$ cat src/rtl/water_level_encoder.sv
// Float-probe front end: synchronise, debounce and thermometer-validate three
// probes, then present a registered 2-bit level code with valid/fault/changed.
module water_level_encoder #(
  parameter int DEBOUNCE_CYCLES = 50000,
  parameter int CNT_W           = 16
) (
  input  logic       clk,
  input  logic       reset,
  input  logic       sensor_low,
  input  logic       sensor_mid,
  input  logic       sensor_high,
  output logic [1:0] level,
  output logic       level_valid,
  output logic       fault,
  output logic       changed
);

  typedef enum logic [1:0] {
    INIT  = 2'd0,
    VALID = 2'd1,
    FAULT = 2'd2
  } state_t;

  localparam logic [CNT_W-1:0] CNT_MAX = CNT_W'(DEBOUNCE_CYCLES - 1);

  logic [2:0]       sync1;
  logic [2:0]       sync2;
  logic [1:0]       fill;
  logic             armed;
  logic [2:0]       cand;
  logic [2:0]       stable;
  logic [CNT_W-1:0] cnt;

  logic             commit;
  logic             fresh;
  logic             dec_ok;
  logic [1:0]       dec_lvl;
  logic             load;

  state_t state;
  state_t state_nxt;

  // fill tracks how far post-reset samples have reached the synchroniser,
  // so stale flop contents are never counted towards a debounce.
  always_ff @(posedge clk) begin
    if (reset) begin
      sync1 <= '0;
      sync2 <= '0;
      fill  <= '0;
    end else begin
      sync1 <= {sensor_high, sensor_mid, sensor_low};
      sync2 <= sync1;
      fill  <= {fill[0], 1'b1};
    end
  end

  assign commit = armed && (cnt == CNT_MAX);
  assign fresh  = commit && ((state == INIT) || (cand != stable));

  always_ff @(posedge clk) begin
    if (reset) begin
      armed  <= 1'b0;
      cand   <= '0;
      stable <= '0;
      cnt    <= '0;
    end else if (fill[1]) begin
      armed <= 1'b1;
      if (commit) begin
        stable <= cand;
      end
      if (!armed || (sync2 != cand)) begin
        cand <= sync2;
        cnt  <= '0;
      end else if (cnt != CNT_MAX) begin
        cnt <= cnt + CNT_W'(1);
      end
    end
  end

  always_comb begin
    dec_ok  = 1'b1;
    dec_lvl = 2'b00;
    case (cand)
      3'b000:  dec_lvl = 2'b00;
      3'b001:  dec_lvl = 2'b01;
      3'b011:  dec_lvl = 2'b10;
      3'b111:  dec_lvl = 2'b11;
      default: dec_ok  = 1'b0;
    endcase
  end

  always_ff @(posedge clk) begin
    if (reset) begin
      state <= INIT;
    end else begin
      state <= state_nxt;
    end
  end

  always_comb begin
    state_nxt = state;
    load      = 1'b0;
    if (fresh) begin
      unique case (state)
        INIT, VALID, FAULT: begin
          if (dec_ok) begin
            state_nxt = VALID;
            load      = 1'b1;
          end else begin
            state_nxt = FAULT;
          end
        end
        default: state_nxt = INIT;
      endcase
    end
  end

  always_comb begin
    level_valid = 1'b0;
    fault       = 1'b0;
    unique case (state)
      VALID:   level_valid = 1'b1;
      FAULT:   fault       = 1'b1;
      default: level_valid = 1'b0;
    endcase
  end

  // level holds through FAULT; changed only reflects real code transitions
  always_ff @(posedge clk) begin
    if (reset) begin
      level   <= 2'b00;
      changed <= 1'b0;
    end else begin
      changed <= load && (dec_lvl != level);
      if (load) begin
        level <= dec_lvl;
      end
    end
  end

endmodule

$ cat config.mk
export PLATFORM = sky130hd
export DESIGN_NAME = water_level_encoder
export DESIGN_NICKNAME = d
export VERILOG_FILES = /design/src/rtl/water_level_encoder.sv
export SDC_FILE = /design/constraint.sdc
export NUM_CORES = 1
export LEC_CHECK = 0
export ABC_AREA = 0
export CORE_MARGIN = 8
export CORE_UTILIZATION = 55
export CTS_CLUSTER_SIZE = 40
export DETAILED_ROUTE_END_ITERATION = 8
export GPL_TIMING_DRIVEN = 1
export PLACE_DENSITY = 0.74
export SYNTH_ARGS = -nofsm -noshare
export SYNTH_HDL_FRONTEND = slang
export SYNTH_SLANG_ARGS = --single-unit
$ cat constraint.sdc
create_clock -name clk -period 2.2 [get_ports clk]
set_input_delay 0.22 -clock clk [delete_from_list [all_inputs] [get_ports clk]]
set_output_delay 0.22 -clock clk [all_outputs]
set_load 0.02 [all_outputs]
### Yosys cells after proc, flatten, opt, wreduce, memory -nomap -nowiden

Cells that the tools add are included.

* add/subtract/negate cells: 1
* eq/ne operators: 10
* mux-type cells: 12
* reduce and logical (&&, ||, !) cells: 14

Operators with widths (number)
* two-way mux 16 bit: 2
* adder 16 x 1 -> 16 bit (second input constant): 1
* == test 16 bit (second input constant): 1
* != test 16 bit (second input constant): 1
* two-way mux 1 bit: 7
* != test 3 bit: 2
* case mux 2 bit (3 select lines): 1
* AND reduction 2 bit: 3
* two-way mux 2 bit: 2
* OR reduction 4 bit: 1
* == test 3 x 1 -> 1 bit (second input constant): 1
* == test 3 x 2 -> 1 bit (second input constant): 1
* == test 3 bit (second input constant): 1
* logical AND 1 bit: 3
* zero test 3 bit: 1
* OR reduction 3 bit: 1
* == test 2 x 1 -> 1 bit (second input constant): 1
* == test 2 bit (second input constant): 1
* zero test 2 bit: 1
* logical OR 1 bit: 2
* != test 2 bit: 1
* nonzero test 2 bit: 1
* zero test 1 bit: 1

* register bits: 36
* output and inout port bits: 5
* word-level logic and storage cells: 48

### Longest topological paths before layout

* depth after elaboration: 7
* mapped depth: 6

### Worst setup path after synthesis

Ideal clock, no wire load.

* path type: reg-to-reg
* from: register cnt[11]
* to: register state[0]
* data arrival time: 1.725 ns
* required time: 2.068 ns
* slack: 0.343 ns
* stages on the path, launching flop included: 6
* period minus slack after synthesis: 1.857 ns
* cells stage by stage: dfxtp_1 -> buf_6 -> or4b_4 -> or4_1 -> o21ai_0 -> a21oi_1

* word-level cells in the longest chain between the ends: 3

RTL lines
* start: declaration: RTL line 32 `logic [CNT_W-1:0] cnt;`
* start signal: assignment: RTL line 75 `cnt <= cnt + CNT_W'(1);`
* == test 16 bit: RTL line 57 `assign commit = armed && (cnt == CNT_MAX);`
* logical AND 1 bit: RTL line 57
* logical AND 1 bit: RTL line 58 `assign fresh = commit && ((state == INIT) || (cand != stable));`
* end signal: assignment: RTL line 96 `state <= state_nxt;`
* end: declaration: RTL line 40 `state_t state;`

Every way passes these cells.
A chain may end at the register's enable or synchronous reset.

### Worst setup path in the final report

* from: register cnt[11]
* to: register changed

* word-level cells in the longest chain between the ends: 5

RTL lines
* == test 16 bit: RTL line 57
* logical AND 1 bit: RTL line 57
* logical AND 1 bit: RTL line 58
* two-way mux 1 bit: RTL line 103 `if (fresh) begin`
* logical AND 1 bit: RTL line 134 `changed <= load && (dec_lvl != level);`
* end signal: assignment: RTL line 134
* end: declaration: RTL line 15 `output logic changed`

Every way passes these cells.

==> flow_metrics.env <==
export IMPL_startpoint="cnt[11]"
export IMPL_final_net_count=213
export IMPL_synth_nets=204
export IMPL_n_fill_cell=276
export IMPL_drt_first_iter_violations=136
export IMPL_synth_seq_cells=36
export IMPL_clk_pin_slew_worst_paths_ps=110
export IMPL_dr_pass1_iters=4
export IMPL_sequential_share_of_power=0.558
export IMPL_skew_ps=7.01
export IMPL_synth_sequential_area_ratio=0.403
export IMPL_max_clock_freq_mhz=519
export IMPL_grt_pass1_vias=1472
export IMPL_boundaryPins=10
export IMPL_layout_cells_most_common_list="36 x sky130_fd_sc_hd__dfxtp_1, 16 x sky130_fd_sc_hd__nand4_1, 15 x sky130_fd_sc_hd__nor2_1, 11 x sky130_fd_sc_hd__nor2b_1"
export IMPL_ctsLongestPathBuffers=2
export IMPL_route_antenna_remaining_nets=0
export IMPL_max_slew_worst_pin_slew_ps=547
export IMPL_floorplan_die_area_sq_um=5330
export IMPL_synth_cell_type_count=44
export IMPL_crit_path_start_kind="register"
export IMPL_final_max_slew_violation_count=0
export IMPL_cts_setup_buffers=0
export IMPL_grt_start_max_net_pins=30
export IMPL_asr_flop_ratio_synth=0
export IMPL_wl_per_cell_microns=15.5
export IMPL_p_switching_w=0.000274
export IMPL_power_density_cell_area_nw_per_um2=599
export IMPL_synth_edff_count=0
export IMPL_placementRows=20
export IMPL_layout_drive_gt1_share=0.0962
export IMPL_routed_via_density=6.14
export IMPL_cts_root_buf="sky130_fd_sc_hd__clkbuf_4"
export IMPL_initial_utilization=0.581
export IMPL_num_antenna_cells=0
export IMPL_hold_class="primary input to register"
export IMPL_dieHeight_microns=73.0
export IMPL_drv_cap=0
export IMPL_run_status="complete, no violations"
export IMPL_finalSetupTns_ps=0
export IMPL_critPathCaptureType="register"
export IMPL_clk_insertion_delay_late_ps=340
export IMPL_tritoncts_num_buffers=5
export IMPL_clock_sink_count=36
export IMPL_final_setup_viol_count=0
export IMPL_clock_tree_htree_level_count=2
export IMPL_switching_share=0.229
export IMPL_global_route_wire_length_before_repair_microns=6710
export IMPL_setup_worst_path_class="register to register"
export IMPL_report_final_hold_viol_count=0
export IMPL_power_frac_comb=0.054
export IMPL_timing_max_slew_rel_slack=0.630
export IMPL_tritoncts="done"
export IMPL_layout_area_overhead_vs_synth_pct=11.9
export IMPL_vdd_ir_drop_worst_v=0.000473
export IMPL_finalCriticalPeriod_ps=1930
export IMPL_drc=0
export IMPL_timing_critical_path_arrival_ps=2190
export IMPL_io_buffer_count=9
export IMPL_unrepaired_setup_endpoints_after_global_routing="no"
export IMPL_global_route_usage_total=0.156
export IMPL_detailedPlacementHpwl_microns=2870
export IMPL_crit_path_max_fanout=9
export IMPL_timing_final_crit_share=0.876
export IMPL_vias=1547
export IMPL_globalRouteMet2Util=0.249
export IMPL_total_leakage_power_nw=0.637
export IMPL_global_route_usage_met1=0.197
export IMPL_gr_met3_demand_resource=0.0495
export IMPL_reg2reg_slack_ps=270
export IMPL_wl_microns=3890
export IMPL_synth_warning_count=0
export IMPL_worstReg2RegStart="cnt[11]"
export IMPL_global_route_peak_usage_layer="met2"
export IMPL_power_internal_w=0.000925
export IMPL_cts_resized=0
export IMPL_most_common_library_cell_in_the_layout_ignoring_fill_and_taps="sky130_fd_sc_hd__dfxtp_1"
export IMPL_postSynthAreaPerCell_sq_um=9.04
export IMPL_clockPowerShare=0.388
export IMPL_core_area_sq_um=3080
export IMPL_fin_worst_hold_slack_ps=420
export IMPL_netlist_instances=198
export IMPL_hp_start="sensor_high"
export IMPL_routabilityCongestion=0.828
export IMPL_fp_dieW_microns=73.0
export IMPL_synthFlopType="sky130_fd_sc_hd__dfxtp_1"
export IMPL_grt_overflow_total=0
export IMPL_grt_antenna_before_repair=0
export IMPL_cp_data_required_time_ps=2460
export IMPL_postCtsHoldBufs=0
export IMPL_netlist_area_sq_um=1790
[through the flow]
| stage | util | total power (W) | std cells | setup slack [ps] | instance area, sq um |
|---|---|---|---|---|---|
| after CTS | 0.650 | 0.00121 | 252 | 263 | 2000 |
| after global routing | 0.650 | 0.00124 | 252 | 90.0 | 2000 |
| after global placement | 0.624 | 0.000744 | 244 | 331 | 1920 |
| after floorplan | - | 0.000725 | 198 | 343 | 1790 |
| after detailed placement | 0.624 | 0.000748 | 244 | 296 | 1920 |
| final | 0.650 | 0.00120 | 252 | 273 | 2000 |
[path summary, 6_finish.rpt]
path                   end  depth (start not counted)
setup / recovery   changed                          4
hold / removal    sync1[2]                          2
setup reg to reg   changed                          4
hold reg to reg   sync2[1]                          1
[cell usage after synthesis, drive strengths merged, types with 7 or more instances]
library cell / number / area (sq um)
nand3: 7 / 35.0
nand2b: 7 / 43.8
o21ai: 8 / 40.0
nor2b: 11 / 68.8
a21oi: 9 / 45.0
nand2: 7 / 26.3
clkbuf: 10 / 37.5
dfxtp: 36 / 721
xnor2: 7 / 61.3
nor2: 15 / 56.3
nand4: 17 / 121
[metal layers]
| metal | up-vias | wire (microns) | share of wire |
|---|---|---|---|
| li1 | 762 | - | - |
| met1 | 737 | 1790 | 0.46 |
| met2 | 40 | 1830 | 0.47 |
| met3 | 8 | 221 | 0.057 |
| met4 | 0 | 46 | 0.012 |
| met5 | - | 0 | 0 |
[critical path, stage by stage (launching register included)]
cell and delay (ps):
sky130_fd_sc_hd__dfxtp_1 400, sky130_fd_sc_hd__or4b_4 580, sky130_fd_sc_hd__nor4_4 420, sky130_fd_sc_hd__nand4_4 190, sky130_fd_sc_hd__nor4_2 260
[power groups by stage]
| stage | logic [W] | registers [W] | clock network (W) |
|---|---|---|---|
| after floorplan | 0.0000450 | 0.000680 | 0 |
| after global placement | 0.0000605 | 0.000683 | 0 |
| after detailed placement | 0.0000636 | 0.000684 | 0 |
| after CTS | 0.0000641 | 0.000669 | 0.000474 |
| after global routing | 0.0000713 | 0.000670 | 0.000502 |
| final | 0.0000644 | 0.000669 | 0.000466 |
[area by class of cell]
cell class              instances  area [sq um]  share of cell area
multi-input cells             147          1000               0.501
flip-flops and latches         36           721               0.360
repair buffers                 15           135              0.0675
well taps                      44          55.1              0.0275
clock inverters                 3          42.5              0.0212
clock buffers                   5          37.5              0.0188
inverters                       2          7.51             0.00375
[cells by family (layout without fill, tap and decap cells)]
family	Yosys count	in the layout	share of synthesized area
AOI/OAI and AO/OA	40	40	0.150
xor gates and xnor gates	12	12	0.0587
adders and majority gates	1	1	0.00699
buffers and inverters	15	25	0.0364
DFF	36	36	0.403
muxes	5	5	0.0280
and+or+nand+nor	89	89	0.317
[state kept, by name, summed over array words and instances, names as in the netlist]
signal   count
cnt         16
sync1        3
cand         3
fill         2
changed      1
state        2
armed        1
level        2
stable       3
sync2        3
Note: power is estimated with default switching activity, not from simulation.
